**src/rtl/cdb_arbiter.sv**
```systemverilog
// Round-robin arbiter for the common data bus: grants one completed result per cycle and broadcasts it on a registered CDB.
// Optional macro CDB_BRANCH_PRIO_EN gives unit 0 (branch unit) fixed highest priority over the round-robin units.
module cdb_arbiter #(
    parameter int          NUM_REQ = 4,
    parameter int          TAG_W   = 5,
    parameter int          DATA_W  = 32,
    parameter int unsigned NO_TAG  = 0
) (
    input  logic                        clk,
    input  logic                        rst,
    input  logic                        flush,
    input  logic [NUM_REQ-1:0]          req_valid,
    input  logic [NUM_REQ*TAG_W-1:0]    req_tag,
    input  logic [NUM_REQ*DATA_W-1:0]   req_data,
    output logic [NUM_REQ-1:0]          req_ready,
    output logic                        cdb_valid,
    output logic [TAG_W-1:0]            cdb_index,
    output logic [DATA_W-1:0]           cdb_result,
    output logic                        tag_err
);

    localparam int PTR_W = $clog2(NUM_REQ);
    localparam logic [TAG_W-1:0] IDLE_TAG = TAG_W'(NO_TAG);
`ifdef CDB_BRANCH_PRIO_EN
    localparam logic [PTR_W-1:0] PTR_RST = PTR_W'(1);
`else
    localparam logic [PTR_W-1:0] PTR_RST = PTR_W'(0);
`endif

    logic [PTR_W-1:0]   ptr_r;
    logic [PTR_W-1:0]   ptr_nxt_s;
    logic [PTR_W-1:0]   grant_idx_s;
    logic               grant_any_s;
    logic [NUM_REQ-1:0] grant_s;
    logic [TAG_W-1:0]   sel_tag_s;
    logic [DATA_W-1:0]  sel_data_s;
    logic               cdb_valid_r;
    logic [TAG_W-1:0]   cdb_index_r;
    logic [DATA_W-1:0]  cdb_result_r;
    logic               tag_err_r;

    // Pick the first valid requester at or after ptr; reset and flush block any grant.
    always_comb begin
        int   idx_v;
        int   base_v;
        logic hit_v;
        idx_v       = 0;
        base_v      = 0;
        hit_v       = 1'b0;
        grant_idx_s = '0;
        grant_any_s = 1'b0;
        if (rst && !flush) begin
`ifdef CDB_BRANCH_PRIO_EN
            if (req_valid[0]) begin
                grant_any_s = 1'b1;
                grant_idx_s = '0;
            end else begin
                base_v = (ptr_r == '0) ? 0 : int'(ptr_r) - 1;
                for (int k = 0; k < NUM_REQ - 1; k++) begin
                    idx_v       = 1 + ((base_v + k) % (NUM_REQ - 1));
                    hit_v       = !grant_any_s && req_valid[idx_v];
                    grant_idx_s = hit_v ? PTR_W'(idx_v) : grant_idx_s;
                    grant_any_s = grant_any_s | hit_v;
                end
            end
`else
            base_v = int'(ptr_r);
            for (int k = 0; k < NUM_REQ; k++) begin
                idx_v       = (base_v + k) % NUM_REQ;
                hit_v       = !grant_any_s && req_valid[idx_v];
                grant_idx_s = hit_v ? PTR_W'(idx_v) : grant_idx_s;
                grant_any_s = grant_any_s | hit_v;
            end
`endif
        end else begin
            grant_any_s = 1'b0;
        end
    end

    assign grant_s   = grant_any_s ? (NUM_REQ'(1) << grant_idx_s) : NUM_REQ'(0);
    assign req_ready = grant_s;

    // Mux the granted unit's tag and data using the one-hot grant.
    always_comb begin
        sel_tag_s  = '0;
        sel_data_s = '0;
        for (int i = 0; i < NUM_REQ; i++) begin
            sel_tag_s  = grant_s[i] ? req_tag[i*TAG_W +: TAG_W]    : sel_tag_s;
            sel_data_s = grant_s[i] ? req_data[i*DATA_W +: DATA_W] : sel_data_s;
        end
    end

    // Advance ptr past the winner; with branch priority unit 0 never moves it and ptr skips 0.
    always_comb begin
        logic [PTR_W-1:0] wrap_v;
        wrap_v    = (int'(grant_idx_s) == NUM_REQ - 1) ? PTR_W'(0) : grant_idx_s + PTR_W'(1);
        ptr_nxt_s = ptr_r;
        if (grant_any_s) begin
`ifdef CDB_BRANCH_PRIO_EN
            if (grant_idx_s == PTR_W'(0)) begin
                ptr_nxt_s = ptr_r;
            end else if (wrap_v == PTR_W'(0)) begin
                ptr_nxt_s = PTR_W'(1);
            end else begin
                ptr_nxt_s = wrap_v;
            end
`else
            ptr_nxt_s = wrap_v;
`endif
        end else begin
            ptr_nxt_s = ptr_r;
        end
    end

    // Broadcast register, pointer and sticky tag error; a NO_TAG winner drains without broadcasting.
    always_ff @(posedge clk) begin
        if (!rst) begin
            ptr_r        <= PTR_RST;
            cdb_valid_r  <= 1'b0;
            cdb_index_r  <= IDLE_TAG;
            cdb_result_r <= '0;
            tag_err_r    <= 1'b0;
        end else begin
            ptr_r <= ptr_nxt_s;
            if (grant_any_s && (sel_tag_s != IDLE_TAG)) begin
                cdb_valid_r  <= 1'b1;
                cdb_index_r  <= sel_tag_s;
                cdb_result_r <= sel_data_s;
                tag_err_r    <= tag_err_r;
            end else begin
                cdb_valid_r  <= 1'b0;
                cdb_index_r  <= IDLE_TAG;
                cdb_result_r <= '0;
                tag_err_r    <= tag_err_r | grant_any_s;
            end
        end
    end

    assign cdb_valid  = cdb_valid_r;
    assign cdb_index  = cdb_index_r;
    assign cdb_result = cdb_result_r;
    assign tag_err    = tag_err_r;

endmodule

```
**config.mk**
```make
export PLATFORM = sky130hd
export DESIGN_NAME = cdb_arbiter
export DESIGN_NICKNAME = d
export VERILOG_FILES = /design/src/rtl/cdb_arbiter.sv
export SDC_FILE = /design/constraint.sdc
export NUM_CORES = 1
export LEC_CHECK = 0
export BUFFER_PORTS_ARGS = -buffer_cell sky130_fd_sc_hd__clkbuf_2
export CAP_MARGIN = 20
export CELL_PAD_IN_SITES_DETAIL_PLACEMENT = 1
export CELL_PAD_IN_SITES_GLOBAL_PLACEMENT = 1
export CORE_MARGIN = 2
export CORE_UTILIZATION = 26
export DETAILED_ROUTE_END_ITERATION = 7
export HOLD_SLACK_MARGIN = 0.1
export PLACE_DENSITY_LB_ADDON = 0.1
export SLEW_MARGIN = 20
export SYNTH_ARGS = -nofsm -noshare
export SYNTH_HDL_FRONTEND = slang
export SYNTH_SLANG_ARGS = --single-unit
```
**constraint.sdc**
```tcl
create_clock -name clk -period 3.79 [get_ports clk]
set_input_delay 0.758 -clock clk [delete_from_list [all_inputs] [get_ports clk]]
set_output_delay 0.758 -clock clk [all_outputs]
set_load 0.01 [all_outputs]
```
* After elaboration in Yosys (flattened, before gate mapping)
Index checks and enable logic that the tools add are counted.
Storage, ports and cells: register bits after elaboration 41, input bits 155
Cells by class: add/subtract/negate cells 4, $lt $le $gt $ge 4, equality and inequality tests 1, shift-type cells 1, muxes and demuxes 28, bitwise gates (word level) 7, reduce and logical (&&, ||, !) cells 14
Operator list (count):
- two-way mux 32 bit | 4
- two-way mux 5 bit | 4
- less-than comparator 3 x 4 -> 1 bit, second input constant | 3
- two-way mux 2 bit | 6
- two-way mux 1 bit | 9
- binary-select mux 1 bit (select 2 bit) | 4
- OR reduction 2 bit | 3
- logical AND 1 bit | 5
- nonzero test 5 bit | 1
- adder 2 x 1 -> 2 bit, second input constant | 2
- adder 2 bit, second input constant | 2
- zero test 1 bit | 4
- two-way mux 4 bit | 1
- OR 1 bit | 4
- << shifter 1 x 2 -> 4 bit, first input constant | 1
- bitwise AND 1 bit, first input constant | 3
- less-than comparator 2 x 3 -> 1 bit, second input constant | 1
- equality test 2 x 1 -> 1 bit, second input constant | 1
- AND reduction 2 bit | 1

* Logic depth before layout (Yosys ltp)
depth after elaboration 24, mapped depth 13

* Least setup slack after synthesis
OpenSTA, ideal clock, no wires.
kind input port to output port, start point input port req_valid[1], end point output port req_ready[1], arrival 2.667 ns, required time 3.032 ns, setup slack 0.365 ns, stages on the path 9, cells stage by stage clkbuf_1 > nor2_1 > a21boi_1 > nand2_1 > inv_1 > ha_1 > clkbuf_1 > clkbuf_1 > and2_1
On the way: cells in the longest elaborated chain, start to end 14, elaborated cells on any way between the ends 28, classes of those cells shift: 1; mux: 18; bitwise: 3; reduce/logical: 6
Ends and longest elaborated chain:
- from (decl) | line 12 | input logic [NUM_REQ-1:0] req_valid,
- binary-select mux 1 bit (select 2 bit) | line 70 | hit_v = !grant_any_s && req_valid[idx_v];
- two-way mux 1 bit (implied by the code) | line 70
- two-way mux 1 bit (implied by the code) / zero test 1 bit (equally long branches) | line 70
- logical AND 1 bit | line 70
- OR 1 bit | line 72 | grant_any_s = grant_any_s | hit_v;
- zero test 1 bit | line 70
- logical AND 1 bit | line 70
- OR 1 bit | line 72
- zero test 1 bit | line 70
- logical AND 1 bit | line 70
- two-way mux 2 bit | line 71 | grant_idx_s = hit_v ? PTR_W'(idx_v) : grant_idx_s;
- two-way mux 2 bit | line 52 | if (rst && !flush) begin
- << shifter 1 x 2 -> 4 bit | line 80 | assign grant_s = grant_any_s ? (NUM_REQ'(1) << grant_idx_s) : NUM_REQ'(0);
- two-way mux 4 bit * | line 80
- to (decl) | line 15 | output logic [NUM_REQ-1:0] req_ready,
Mark *: on every way between the ends. The rest lies on a longest branch, timed or not. The select of a mux whose other input is x is not followed.

* Worst setup path in the final report
start point input port req_valid[0], end point output port req_ready[1]
Same word-level chain as after synthesis.

==> Implementation_results.wiki <==
{| class="wikitable"
! Metric !! Value
|-
| Crit end category || primary output
|-
| Root cell of the clock tree || clkbuf_8
|-
| Count leader, synth || dfxtp_1
|-
| Nets || 641
|-
| Post-synthesis mux area share || 0%
|-
| Via total after detailed routing || 2934
|-
| Arrival time worst endpoint || 2.48 ns
|-
| Sink count of the clock tree || 41
|-
| Effective utilization at floorplan || 26.5%
|-
| Post-synthesis cell area || 2410 um2
|-
| Hold WC Path Type || flip-flop to flip-flop
|-
| Proportion of netlist area held by the largest area contributor || 34.0%
|-
| Proportion of register bits with asynchronous set or reset after synthesis || 0%
|-
| Flops & latches, synth || 41
|-
| Pleak || 1.73 nW
|-
| Average cell area after synthesis || 8.21 um2
|-
| Critical Setup Path Class || input port to primary output
|-
| Number of synthesis warnings || 0
|-
| Adder and majority gate portion of the synthesized area || 2.07%
|-
| Count of endpoints failing setup in the final report || 0
|-
| XOR/XNOR Fraction of Synth Area || 0%
|-
| Pin count of the biggest net entering global routing || 38
|-
| Row cnt || 35
|-
| Via count of the first global-routing pass || 2903
|-
| Result of the run || finished clean
|-
| Clock Skews || 0.00559 ns
|-
| Clock transition at path regs || 0.08 ns
|-
| Total of buffers placed on input and output ports || 197
|-
| Global route overflow || 0
|-
| Antenna violations before repair || 0
|-
| Kind of launch point of the worst setup path || input port
|-
| Vertical die dimension || 100 um
|-
| CTS HTree Levels || 2
|-
| Initial DRC count || 72
|-
| CP Max Fanout || 22
|-
| Weighted congestion reported at the end of routability-driven placement || 0.743
|-
| Fraction of layout cells with a size suffix above 1 || 52.8%
|-
| Final design utilization || 39.7%
|-
| Cell type contributing the most total cell area after synthesis || dfxtp_1
|-
| Die area || 10100 um2
|-
| Post-CTS resize count || 0
|-
| Number of flops mapped to enable cells by yosys || 0
|-
| Register area share after synthesis || 34.0%
|-
| Number of standard cells after synthesis || 294
|-
| Global routing met1 resource utilization || 19.3%
|-
| Max transition margin || 44.3%
|-
| Top cells by instance count after synthesis || 41 x dfxtp_1, 36 x nor3_1, 35 x a21oi_1
|-
| DRC errors left || 0
|-
| Power per cell area || 309 nW/um2
|-
| Clock buffers created by TritonCTS || 5
|-
| Synth top area cells || dfxtp_1 34%, a221oi_1 12%, nor2b_1 8.8%
|-
| Boundary pin count || 198
|-
| Number of buffers inserted to repair setup after CTS || 0
|-
| Sum Neg Setup Slack || 0 ns
|-
| Required time reported for the critical path endpoint || 3.03 ns
|-
| Setup repair after global routing missed its margin || false
|-
| Worst Tran Pin Value || 0.827 ns
|-
| Global routing usage on met2 || 30.9%
|-
| Largest family of logic cells by synthesized area || simple AND/OR/NAND/NOR gates
|-
| Final critical delay including setup and external delays || 3.24 ns
|-
| Final Hold Fails || 0
|-
| Synth Area in Compound Gates || 28.2%
|-
| Number of buffers between clock root and the deepest sink || 2
|-
| Via density per instance || 4.94
|-
| Sum of net half-perimeters after detailed placement || 7150 um
|-
| Clock tree from TritonCTS || yes
|-
| GRT Util Overall || 17.2%
|-
| Post-synthesis share of cell area spent on and, or, nand and nor gates || 28.8%
|-
| # diodes || 0
|-
| Cts-stage hold buffer count || 0
|-
| Main flop type after synthesis || dfxtp_1
|-
| Global routing's busiest layer || met2
|-
| DRT Wirelength || 8690 um
|-
| Number of iterations in the first detailed-routing pass || 4
|-
| Final critical-path share of the clock period || 85.4%
|-
| Max rail drop VDD || 0.121 mV
|-
| Die width || 100 um
|-
| Area Overhead vs Synth || 49.8%
|-
| Non-Filler Cell Area, Final || 3610 um2
|-
| Maximum capacitance violations || 0
|-
| Yosys cell types || 35
|-
| DR WL/cell || 14.6 um
|-
| Synthesized Nets || 453
|-
| Clock latency on the worst-skew pair || 0.29 ns
|-
| Count of antenna-violating nets left after detailed routing || 0
|-
| Core box area || 9110 um2
|-
| Hold WS || 0.513 ns
|-
| Met3 Resource Use GR || 5.57%
|-
| Pins over their slew limit || 0
|-
| Wire length of the first global-routing pass || 13800 um
|-
| Max Freq || 0.309 GHz
|-
| DP Area || 3520 um2
|}
worst paths after layout:
check                             startpoint             to  slack (ns)  cells past startpoint
worst min register to register       tag_err        tag_err        0.51                      1
worst min-delay path                 tag_err        tag_err        0.51                      1
worst max-delay path            req_valid[0]   req_ready[1]        0.55                     10
worst max register to register      ptr_r[1]  cdb_result[7]        0.93                     11
layout by cell type, fill, tap and decap left out, types with 2 or more instances in the layout:
cell type / synthesis / routed
inv_1: 4 / 4
dfxtp_1: 41 / 41
a221oi_2: 2 / 2
nor2_1: 11 / 11
inv_2: 2 / 2
o22ai_1: 6 / 6
clkbuf_2: 0 / 197
nand3_1: 2 / 2
buf_12: 0 / 2
nor2b_1: 34 / 33
nor3_1: 36 / 36
a221oi_1: 34 / 34
o21ai_0: 2 / 2
nor2_2: 29 / 29
nor4b_1: 2 / 2
ha_2: 0 / 2
buf_4: 0 / 9
clkbuf_8: 0 / 6
nand2_1: 3 / 3
and2_1: 3 / 3
a21oi_1: 35 / 35
ha_1: 4 / 2
o221ai_1: 2 / 2
cell type report:
class	instances	area [um2]
inverter	7	26.3
sequential	41	821
clock buffer	6	82.6
fill	1154	5490
clock inverter	2	13.8
tap	111	139
timing repair buffer	208	1090
multi-input combinational	219	1440
per-stage QoR:
| step | std cells | worst slack, ns | power (mW) |
|---|---|---|---|
| final | 594 | 0.553 | 1.12 |
| after global routing | 594 | 0.327 | 1.20 |
| after CTS | 594 | 0.548 | 1.14 |
| after detailed placement | 586 | 0.394 | 0.834 |
| after global placement | 586 | 0.453 | 0.829 |
| after floorplan | 294 | 0.365 | 0.676 |
power by group:
group          leakage (nW)  total (mW)  internal [mW]  switching, mW
combinational          1.34       0.349          0.170          0.178
clock                0.0512       0.300          0.148          0.152
sequential            0.336       0.468          0.458        0.00997
total                  1.73        1.12          0.776          0.341
per-layer routing:
metal	up-vias	part of all wire [%]
li1	1457	-
met1	1342	39
met2	123	50
met3	12	9.1
met4	0	1.8
met5	-	0
cell families after synthesis:
logic type / count (synthesis)
AO/OA/AOI/OAI: 92
flip-flops: 41
AND/OR/NAND/NOR: 123
adder cells (fa/ha/maj): 4
buffers and inverters: 34
flip-flops by register name, indices dropped and copies added (netlist names):
name and cells:
cdb_index 5, cdb_result 32, cdb_valid 1, ptr_r 2, tag_err 1
critical path: stages:
cell and delay, ns:
clkbuf_2 0.15, inv_2 0.07, a21oi_1 0.15, nor2_1 0.06
o21a_1 0.19, o211ai_1 0.24, ha_1 0.28, buf_4 0.29
and2_1 0.16, clkbuf_2 0.13
Note: power is estimated with default switching activity, not from simulation.
